`config.mk`:
```
export PLATFORM = sky130hd
export DESIGN_NAME = vgachargen_access_ctrl
export DESIGN_NICKNAME = d
export VERILOG_FILES = /design/src/rtl/vgachargen_pkg.sv /design/src/rtl/vgachargen_fill_engine.sv /design/src/rtl/vgachargen_access_ctrl.sv
export SDC_FILE = /design/constraint.sdc
export NUM_CORES = 1
export LEC_CHECK = 0
export BUFFER_PORTS_ARGS = -buffer_cell sky130_fd_sc_hd__buf_2
export CAP_MARGIN = 20
export CORE_UTILIZATION = 30
export DETAILED_ROUTE_END_ITERATION = 16
export PLACE_DENSITY = 0.83
export SKIP_CTS_REPAIR_TIMING = 1
export SLEW_MARGIN = 15
export SYNTH_ARGS = -nofsm -noshare
export SYNTH_HDL_FRONTEND = slang
export SYNTH_SLANG_ARGS = --single-unit
```
`constraint.sdc`:
```
create_clock -name sys_clk_i -period 2.8 [get_ports sys_clk_i]
set_clock_uncertainty 0.1 [all_clocks]
set_input_delay 0.14 -clock sys_clk_i [delete_from_list [all_inputs] [get_ports sys_clk_i]]
set_output_delay 0.14 -clock sys_clk_i [all_outputs]
set_load 0.1 [all_outputs]
```
`src/rtl/vgachargen_pkg.sv`:
```
// vgachargen_pkg: shared memory widths, access-port widths and the enums used by the access controller
package vgachargen_pkg;
  localparam int CH_MAP_ADDR_WIDTH = 12;
  localparam int CH_MAP_DATA_WIDTH = 7;
  localparam int COL_MAP_ADDR_WIDTH = 12;
  localparam int CH_T_ADDR_WIDTH = 11;
  localparam int CH_T_DATA_WIDTH = 8;
  function automatic int max3(input int a, input int b, input int c);
    return a > b ? (a > c ? a : c) : (b > c ? b : c);
  endfunction
  localparam int ACC_ADDR_WIDTH = max3(CH_MAP_ADDR_WIDTH, COL_MAP_ADDR_WIDTH, CH_T_ADDR_WIDTH);
  localparam int ACC_DATA_WIDTH = max3(CH_MAP_DATA_WIDTH, 8, CH_T_DATA_WIDTH);
  typedef enum logic [1:0] {
    ACC_SEL_CH_MAP  = 2'd0,
    ACC_SEL_COL_MAP = 2'd1,
    ACC_SEL_CH_T_RW = 2'd2,
    ACC_SEL_RSVD    = 2'd3
  } acc_sel_e;
  typedef enum logic {
    FILL_IDLE,
    FILL_ACTIVE
  } fill_state_e;
endpackage

```
`src/rtl/vgachargen_fill_engine.sv`:
```
// vgachargen_fill_engine: screen fill FSM, cell counter and latched fill values
// Only instantiated when VGACHARGEN_ACCESS_CTRL_FILL_EN is defined.
module vgachargen_fill_engine
  import vgachargen_pkg::*;
#(
  parameter int CELL_COUNT = 2400
) (
  input  logic                         sys_clk_i,
  input  logic                         sys_rst_i,
  input  logic                         start_i,
  input  logic [CH_MAP_DATA_WIDTH-1:0] ch_i,
  input  logic [7:0]                   col_i,
  output logic                         busy_o,
  output logic                         done_o,
  output logic [CH_MAP_ADDR_WIDTH-1:0] addr_o,
  output logic [CH_MAP_DATA_WIDTH-1:0] ch_o,
  output logic [7:0]                   col_o
);
  localparam int CW = $clog2(CELL_COUNT);
  fill_state_e state_q, state_d;
  logic [CW-1:0] cnt_q, cnt_d;
  logic [CH_MAP_DATA_WIDTH-1:0] ch_q, ch_d;
  logic [7:0] col_q, col_d;
  logic done_q, done_d;
  logic last;
  assign last = cnt_q == CW'(CELL_COUNT - 1);
  always_comb begin
    state_d = state_q;
    cnt_d = cnt_q;
    ch_d = ch_q;
    col_d = col_q;
    done_d = 1'b0;
    if (state_q == FILL_IDLE) begin
      if (start_i) begin
        state_d = FILL_ACTIVE;
        cnt_d = '0;
        ch_d = ch_i;
        col_d = col_i;
      end
    end else begin
      state_d = last ? FILL_IDLE : FILL_ACTIVE;
      cnt_d = last ? '0 : cnt_q + 1'b1;
      done_d = last;
    end
  end
  always_ff @(posedge sys_clk_i) begin
    if (sys_rst_i) begin
      state_q <= FILL_IDLE;
      cnt_q <= '0;
      ch_q <= '0;
      col_q <= '0;
      done_q <= 1'b0;
    end else begin
      state_q <= state_d;
      cnt_q <= cnt_d;
      ch_q <= ch_d;
      col_q <= col_d;
      done_q <= done_d;
    end
  end
  assign busy_o = state_q == FILL_ACTIVE;
  assign done_o = done_q;
  assign addr_o = CH_MAP_ADDR_WIDTH'(cnt_q);
  assign ch_o = ch_q;
  assign col_o = col_q;
endmodule

```
`src/rtl/vgachargen_access_ctrl.sv`:
```
// vgachargen_access_ctrl: serialises CPU requests onto the vgachargen sys_* memory ports
// Optional screen fill engine enabled by VGACHARGEN_ACCESS_CTRL_FILL_EN.
module vgachargen_access_ctrl
  import vgachargen_pkg::*;
#(
  parameter int CELL_COUNT = 2400
) (
  input  logic                          sys_clk_i,
  input  logic                          sys_rst_i,
  input  logic                          req_i,
  input  logic                          we_i,
  input  logic [1:0]                    sel_i,
  input  logic [ACC_ADDR_WIDTH-1:0]     addr_i,
  input  logic [ACC_DATA_WIDTH-1:0]     wdata_i,
  output logic                          ready_o,
  output logic                          rvalid_o,
  output logic [ACC_DATA_WIDTH-1:0]     rdata_o,
  input  logic                          fill_start_i,
  input  logic [CH_MAP_DATA_WIDTH-1:0]  fill_ch_i,
  input  logic [7:0]                    fill_col_i,
  output logic                          busy_o,
  output logic                          done_o,
  output logic [CH_MAP_ADDR_WIDTH-1:0]  ch_map_addr_o,
  output logic [CH_MAP_DATA_WIDTH-1:0]  ch_map_data_o,
  output logic                          ch_map_wen_o,
  output logic [COL_MAP_ADDR_WIDTH-1:0] col_map_addr_o,
  output logic [7:0]                    col_map_data_o,
  output logic                          col_map_wen_o,
  output logic [CH_T_ADDR_WIDTH-1:0]    ch_t_rw_addr_o,
  output logic [CH_T_DATA_WIDTH-1:0]    ch_t_rw_data_o,
  output logic                          ch_t_rw_wen_o,
  input  logic [CH_MAP_DATA_WIDTH-1:0]  ch_map_data_i,
  input  logic [7:0]                    col_map_data_i,
  input  logic [CH_T_DATA_WIDTH-1:0]    ch_t_rw_data_i
);
  logic busy, done;
  logic [CH_MAP_ADDR_WIDTH-1:0] fill_addr;
  logic [CH_MAP_DATA_WIDTH-1:0] fill_ch;
  logic [7:0] fill_col;
`ifdef VGACHARGEN_ACCESS_CTRL_FILL_EN
  vgachargen_fill_engine #(.CELL_COUNT(CELL_COUNT)) u_fill (
    .sys_clk_i(sys_clk_i),
    .sys_rst_i(sys_rst_i),
    .start_i(fill_start_i),
    .ch_i(fill_ch_i),
    .col_i(fill_col_i),
    .busy_o(busy),
    .done_o(done),
    .addr_o(fill_addr),
    .ch_o(fill_ch),
    .col_o(fill_col)
  );
`else
  logic unused_fill;
  assign unused_fill = ^{fill_start_i, fill_ch_i, fill_col_i};
  assign busy = 1'b0;
  assign done = 1'b0;
  assign fill_addr = '0;
  assign fill_ch = '0;
  assign fill_col = '0;
`endif
  acc_sel_e sel, sel_q, sel_d;
  logic rvalid_q, rvalid_d;
  logic acc, wr;
  logic [ACC_DATA_WIDTH-1:0] rd_mux;
  assign sel = acc_sel_e'(sel_i);
  // The fill owns both screen maps while active; ch_t_rw and reserved stay open.
  assign ready_o = !(busy && (sel == ACC_SEL_CH_MAP || sel == ACC_SEL_COL_MAP));
  assign acc = req_i && ready_o;
  assign wr = acc && we_i;
  assign busy_o = busy;
  assign done_o = done;
  assign ch_map_addr_o = busy ? fill_addr : addr_i[CH_MAP_ADDR_WIDTH-1:0];
  assign ch_map_data_o = busy ? fill_ch : wdata_i[CH_MAP_DATA_WIDTH-1:0];
  assign ch_map_wen_o = busy || (wr && sel == ACC_SEL_CH_MAP);
  assign col_map_addr_o = busy ? COL_MAP_ADDR_WIDTH'(fill_addr) : addr_i[COL_MAP_ADDR_WIDTH-1:0];
  assign col_map_data_o = busy ? fill_col : wdata_i[7:0];
  assign col_map_wen_o = busy || (wr && sel == ACC_SEL_COL_MAP);
  assign ch_t_rw_addr_o = addr_i[CH_T_ADDR_WIDTH-1:0];
  assign ch_t_rw_data_o = wdata_i[CH_T_DATA_WIDTH-1:0];
  assign ch_t_rw_wen_o = wr && sel == ACC_SEL_CH_T_RW;
  always_comb begin
    rvalid_d = acc && !we_i;
    sel_d = acc ? sel : sel_q;
    rd_mux = sel_q == ACC_SEL_CH_MAP  ? ACC_DATA_WIDTH'(ch_map_data_i) :
             sel_q == ACC_SEL_COL_MAP ? ACC_DATA_WIDTH'(col_map_data_i) :
             sel_q == ACC_SEL_CH_T_RW ? ACC_DATA_WIDTH'(ch_t_rw_data_i) : '0;
  end
  always_ff @(posedge sys_clk_i) begin
    if (sys_rst_i) begin
      rvalid_q <= 1'b0;
      sel_q <= ACC_SEL_CH_MAP;
    end else begin
      rvalid_q <= rvalid_d;
      sel_q <= sel_d;
    end
  end
  assign rvalid_o = rvalid_q;
  assign rdata_o = rvalid_q ? rd_mux : '0;
endmodule

```
## Word-level counts from Yosys, hierarchy flattened

Index checks and enable logic that the tools add are counted.

- Register bits: 3
- Bits of input ports: 65
- Output and inout port bits: 73
- Word-level logic and storage cells: 18

- Equal/unequal tests: 4
- Muxes and demuxes: 4
- Reductions and logical operators: 8

Operators with widths:

| cell | count |
|---|---|
| 8-bit two-way mux | 4 |
| 1-bit logical AND | 5 |
| 2-bit by 1-bit == test with 1-bit output (second input constant) | 2 |
| 2-bit == test (second input constant) | 2 |
| 2-bit zero test | 2 |
| 1-bit zero test | 1 |

## Depth between registers and ports, before layout

Gate-level depths: netlist of run 1.

- Depth in word-level cells: 5
- Mapped depth: 5
- Gate-level depth less buffers: 3

## Worst setup path before layout of run 1

Ideal clock, no wire load.

- Path kind: input to output
- Start point: input port we_i
- End point: output port col_map_wen_o
- Arrival: 2426 ps
- Required time: 2560 ps
- Slack: 134 ps
- Stages on the path: 2
- Path buffers: 0
- Cells stage by stage: nand2_1 -> nor3b_1

- Word-level cells in the longest chain between the ends: 2

Ends and longest elaborated chain:

| what | RTL line | RTL |
|---|---|---|
| start: declaration | vgachargen_access_ctrl.sv:11 | `input logic we_i,` |
| 1-bit logical AND | vgachargen_access_ctrl.sv:70 | `assign wr = acc && we_i;` |
| 1-bit logical AND | vgachargen_access_ctrl.sv:78 | `assign col_map_wen_o = busy \|\| (wr && sel == ACC_SEL_COL_MAP);` |
| end: declaration | vgachargen_access_ctrl.sv:28 | `output logic col_map_wen_o,` |

Every way passes these cells.

## Worst setup path after layout of run 1

- Start point: register sel_q[0]
- End point: output port rdata_o[1]

- Word-level cells in the longest chain between the ends: 5
- Elaborated cells between the ends (all ways): 7
- Those cells by class: eq/ne (2); mux (4); reduce/logical (1)

Ends and longest elaborated chain:

| what | RTL line | RTL |
|---|---|---|
| start: declaration | vgachargen_access_ctrl.sv:62 | `acc_sel_e sel, sel_q, sel_d;` |
| start signal: assignment | vgachargen_access_ctrl.sv:95 | `sel_q <= sel_d;` |
| 2-bit == test | vgachargen_access_ctrl.sv:87 | `sel_q == ACC_SEL_CH_T_RW ? ACC_DATA_WIDTH'(ch_t_rw_data_i) : '0;` |
| 8-bit two-way mux | vgachargen_access_ctrl.sv:87 |  |
| 8-bit two-way mux | vgachargen_access_ctrl.sv:86 | `sel_q == ACC_SEL_COL_MAP ? ACC_DATA_WIDTH'(col_map_data_i) :` |
| 8-bit two-way mux * | vgachargen_access_ctrl.sv:85 | `rd_mux = sel_q == ACC_SEL_CH_MAP ? ACC_DATA_WIDTH'(ch_map_data_i) :` |
| 8-bit two-way mux * | vgachargen_access_ctrl.sv:99 | `assign rdata_o = rvalid_q ? rd_mux : '0;` |
| end: declaration | vgachargen_access_ctrl.sv:17 | `output logic [ACC_DATA_WIDTH-1:0] rdata_o,` |

Mark *: on every way between the ends. The rest lies on a longest branch, timed or not.

==> flow_summary_export.csv, run 1 <==
group,metric,value,unit
setup_path,max_stage_delay,0.76,ns
hold_path,worstHoldStart,"sys_rst_i",
timing,tns,0,ns
hold_path,hold_path_class,"in2reg",
setup_path,r2r-end,"sel_q[0]",
setup_path,reg2reg_slack,1.63,ns
global_routing,grt_max_degree,18,
timing,rsz0062_at_grt,"no",
yosys,synth_cell_types,13,
yosys,ys.warnings.count,0,
timing,setup_viol,0,
yosys,syn_inst,111,
yosys,ys_seq_area_share,7.12,%
setup_path,crit_buf_inv,1,
setup_path,worst_path_max_delay_cell,"dfxtp_1",
power,irDropWorstVdd,195,uV
cells_and_area,design_area,628,um^2
cells_and_area,area_growth,-25.5,%
placement,dp_hpwl,1110,um
routing,drc,0,
placement,portBuffers,40,
yosys,synth_xor_area_share,0,%
power,p_leak,0.317,nW
clock_tree,root_buffer,"clkbuf_4",
placement,place_inst,117,
timing,maxClockFrequency,481,MHz
setup_path,crit_chain,"mux2i_1 -> o21ai_1 -> and2_1 -> buf_2",
clock_tree,cts_tree,"yes",
floorplanning,die_w,55.0,um
timing,drv_slew,0,
yosys,yosys.area_share.adder,0,%
global_routing,grt.busiest_layer,"met2",
floorplanning,initial_utilization,32.8,%
setup_path,cp_max_fo,17,
setup_path,worstSetupEndpointType,"output port",
global_routing,grtUsageMet2,18.3,%
cells_and_area,multi_input_area,294,um^2
yosys,synth-compound-area-share,4.75,%
yosys,yosys.area.top_type,"buf_4",
power,p_per_area,376,nW/um^2
yosys,ys_ff_latch,3,
clock_tree,cts_buffers,3,
yosys,syn_area_per_cell,7.60,um^2
cells_and_area,drive_gt1_share,46.7,%
setup_path,worst_r2r_path_depth,2,
global_routing,met1_usage,6.44,%
routing,routed_wl,1450,um
yosys,syn-cell-area,843,um^2
yosys,synth_top_area_share,55.2,%
global_routing,grt_util_met3,3.55,%
global_routing,grt_pass1_vias,477,
placement,place_ws,0.920,ns
setup_path,reg2reg_from,"sel_q[0]",
routing,drt-vias-per-instance,4.46,
timing,worstMarginPinSlew,0.696,ns
global_routing,antenna_found_initial,0,
clock_tree,clock_latency,0.23,ns
floorplanning,core,2570,um^2
timing,holdWs,0.00881,ns
routing,wl_per_cell,11.9,um
cells_and_area,fin_nets,158,
setup_path,crit_type,"reg2out",
placement,place_congestion,0.522,
cells_and_area,instances_no_fill,122,
yosys,muxShareOfSynthArea,10.7,%
clock_tree,clock_path_buffers,2,
flow_run,cap_violations,0,
cells_and_area,fill_cells,299,
floorplanning,num_io_pins,138,
timing,slew_headroom,53.5,%
yosys,synth_area_leaders,"buf_4, mux2i_1, dfxtp_1",
clock_tree,cts_sinks,3,
status,status,"finished clean",
timing,min_period_over_period,74.3,%
global_routing,grt_pass1_wl,1950,um
power,power,0.236,mW
cells_and_area,n_antenna_cell,0,
placement,placed_area,592,um^2
setup_path,cp.depth,4,
cells_and_area,finalCoreUtilization,24.5,%
timing,worst_slack,0.720,ns
setup_path,crit_family,"flip-flops",
routing,via_count,544,
timing,hold_viol,0,
yosys,synth_top_family_by_area,"buffers and inverters",
routing,ant_nets,0,
routing,first_iter_violations,2,
routing,drtPass1Iterations,3,
cells_and_area,final_common_cell,"buf_2",
yosys,synthSimpleGateAreaFrac,18.1,%
setup_path,cp_data_required_time,2.56,ns
clock_tree,htree_levels,1,
cells_and_area,final_cell_mix,"buf_2, mux2i_1, nand3b_1, o21ai_1, and2_1",
global_routing,track_usage,9.48,%
floorplanning,row_count,18,
floorplanning,die-area,3030,um^2
setup_path,crit_start,"sel_q[0]",
cells_and_area,regArea,60.1,um^2
setup_path,endpoint,"rdata_o[1]",
setup_path,start_kind,"flop",
timing,period_needed,2.08,ns
clock_tree,clk_pin_slew,0.04,ns
setup_path,cp.arrival,1.84,ns
floorplanning,die_h,55.0,um
global_routing,overflow,0,
-- worst register-to-register path, cell delays in order (launching register included) --
cell and delay [ns]:
dfxtp_1 0.76, mux2i_1 0.15, nor2_1 0.10
-- per-layer routing --
metal	wire (um)	up-vias	share of wire, %
met5	0	-	0
met4	46	0	3.2
met3	224	10	15
met2	695	52	48
met1	479	229	33
li1	-	253	-
-- logic make-up after synthesis --
logic type | Yosys count
AOI/OAI and AO/OA | 8
buffers and inverters | 65
DFF | 3
muxes | 9
other | 2
and+or+nand+nor | 24
-- synthesized netlist by cell type, drive strengths merged --
master and number:
buf 65, nand3b 8, dfxtp 3, nor3 1, o21ai 8, mux2i 9
nand2 2, conb 2, nor2 2, nor3b 3, and2 8
-- power by group --
part,internal [mW],leakage [nW],switching [mW]
logic,0.0337,0.278,0.0720
clock network,0.0534,0.0150,0.0219
registers,0.0453,0.0247,0.0100
-- flip-flops by register name (all words and copies together) (netlist names) --
name / flops
rvalid_o: 1
sel_q: 2
-- worst min path at each step --
stage | to | cells past startpoint | slack [ns]
after floorplan | sel_q[0] | 1 | 0.11
after global placement | ch_t_rw_data_o[7] | 0 | 0.18
after detailed placement | ch_t_rw_data_o[7] | 0 | 0.18
after CTS | rvalid_o | 2 | -0.02
after global routing | rvalid_o | 2 | 0.007
final | sel_q[0] | 2 | 0.009
-- area by class of cell --
cell class	count	share of cell area [%]
Clock buffer	4	4.18
Tap cell	30	5.98
Sequential cell	3	9.56
Multi-Input combinational cell	44	46.8
Timing Repair Buffer	41	33.5
Note: power is estimated with default switching activity, not from simulation.
==> run 2, diff against run 1 <==
CORE_UTILIZATION = 25   (was 30)
PLACE_DENSITY = 0.73   (was 0.83)
clock period = 1.8 ns   (was 2.8 ns; I/O delays follow)
==> flow_summary_export.csv, run 2 (synthesized netlist as in run 1, its figures left out) <==
group,metric,value,unit
placement,place_ws,0.371,ns
routing,via_count,558,
floorplanning,die_w,60.1,um
routing,wl_per_cell,10.5,um
timing,holdWs,0.0531,ns
timing,min_period_over_period,92.1,%
routing,routed_wl,1480,um
cells_and_area,multi_input_area,295,um^2
cells_and_area,drive_gt1_share,49.0,%
global_routing,grt_pass1_wl,2240,um
placement,place_congestion,0.685,
cells_and_area,area_growth,-3.26,%
setup_path,crit_path_frequent_cell,"buf_2",
status,status,"finished clean",
clock_tree,cts_tree,"yes",
placement,portBuffers,40,
power,p_per_area,487,nW/um^2
timing,hold_viol,0,
timing,rsz0062_at_grt,"no",
timing,period_needed,1.66,ns
setup_path,cp_data_required_time,1.61,ns
setup_path,cp.arrival,1.47,ns
timing,drv_slew,0,
routing,ant_nets,0,
setup_path,endpoint,"col_map_wen_o",
setup_path,crit_buf_inv,3,
setup_path,start_kind,"primary input",
cells_and_area,fin_nets,162,
flow_run,cap_violations,0,
hold_path,hold_path_class,"in2reg",
routing,first_iter_violations,2,
cells_and_area,fill_cells,351,
floorplanning,core,3130,um^2
global_routing,track_usage,8.41,%
cells_and_area,regArea,61.3,um^2
cells_and_area,n_antenna_cell,0,
cells_and_area,final_cell_mix,"buf_2, mux2i_1, buf_12",
timing,setup_viol,0,
global_routing,grt_max_degree,15,
timing,worst_slack,0.143,ns
power,p_leak,0.365,nW
global_routing,overflow,0,
cells_and_area,design_area,816,um^2
setup_path,cp_max_fo,3,
global_routing,grt_pass1_vias,537,
setup_path,worstSetupEndpointType,"output port",
setup_path,worst_r2r_path_depth,2,
routing,drtPass1Iterations,2,
placement,placed_area,759,um^2
setup_path,worst_path_max_delay_cell,"dlygate4sd3_1",
setup_path,cp.depth,5,
clock_tree,clock_latency,0.23,ns
routing,drt-vias-per-instance,3.99,
timing,maxClockFrequency,603,MHz
setup_path,r2r-end,"sel_q[1]",
setup_path,crit_start,"we_i",
cells_and_area,largest_reg_flops,2,
power,irDropWorstVdd,202,uV
floorplanning,initial_utilization,27.0,%
floorplanning,num_io_pins,138,
power,power,0.397,mW
setup_path,crit_type,"in2out",
clock_tree,htree_levels,1,
floorplanning,die_h,60.1,um
routing,drc,0,
clock_tree,clk_pin_slew,0.03,ns
cells_and_area,largest-register,"sel_q",
setup_path,crit_family,"buffers and inverters",
setup_path,max_stage_delay,0.53,ns
placement,dp_hpwl,1140,um
setup_path,crit_chain,"dlygate4sd3_1 -> buf_2 -> nand2_1 -> nor3b_1 -> buf_2",
clock_tree,root_buffer,"clkbuf_4",
clock_tree,cts_sinks,3,
cells_and_area,final_common_cell,"buf_2",
clock_tree,clock_path_buffers,2,
clock_tree,cts_buffers,3,
setup_path,reg2reg_from,"sel_q[1]",
global_routing,antenna_found_initial,0,
floorplanning,die-area,3610,um^2
floorplanning,row_count,20,
setup_path,reg2reg_slack,1.00,ns
cells_and_area,finalCoreUtilization,26.1,%
## run 2: cell types whose count changed in the layout (fill, tap and decap cells not counted)
cell and change:
buf_4 +1, and2_2 +1, and2_1 -1, dlygate4sd3_1 +2, dfxtp_1 -1, buf_12 +9
buf_2 -8, dfxtp_2 +1
## run 2: layout make-up
class | instances | share of cell area (%)
tap | 44 | 6.75
multi-input combinational | 44 | 36.2
sequential | 3 | 7.52
timing repair buffer | 45 | 46.3
clock buffer | 4 | 3.22
## run 2: per-layer routing
layer	vias to the layer above	part of all wire (%)	wire [um]	GRT usage [%]
met1	237	33	482	7.56
met2	41	51	745	13.0
met4	0	4.0	59	8.64
li1	266	-	-	-
met3	14	13	188	4.55
met5	-	0	0	0
## run 2: worst min path at each step
stage | startpoint | to | slack, ns | depth (start not counted)
3_5_place_dp | addr_i[11] | col_map_addr_o[11] | 0.08 | 0
5_1_grt | sel_i[0] | sel_q[0] | 0.08 | 3
4_1_cts | we_i | rvalid_o | -0.08 | 2
3_3_place_gp | addr_i[11] | col_map_addr_o[11] | 0.08 | 0
6_report | sel_i[0] | sel_q[0] | 0.05 | 3
2_1_floorplan | we_i | rvalid_o | 0.06 | 1
## run 2: metrics by stage
| step | TNS (ns) | cells |
|---|---|---|
| 5_1_grt | 0 | 140 |
| 3_3_place_gp | 0 | 133 |
| 3_5_place_dp | 0 | 133 |
| 6_report | 0 | 140 |
| 4_1_cts | 0 | 137 |
| 2_1_floorplan | -2.10 | 112 |
## run 2: where the power goes
part	leakage, nW	internal (mW)	total, mW	switching (mW)
logic	0.325	0.0777	0.204	0.126
clock network	0.0150	0.0830	0.116	0.0331
registers	0.0251	0.0707	0.0774	0.00668
## run 2: worst reg2reg max path, delay by kind of cell, from the launching register on
kind | cells | cell delay, ns
simple gates | 1 | 0.08
mux | 1 | 0.11
flops | 1 | 0.44
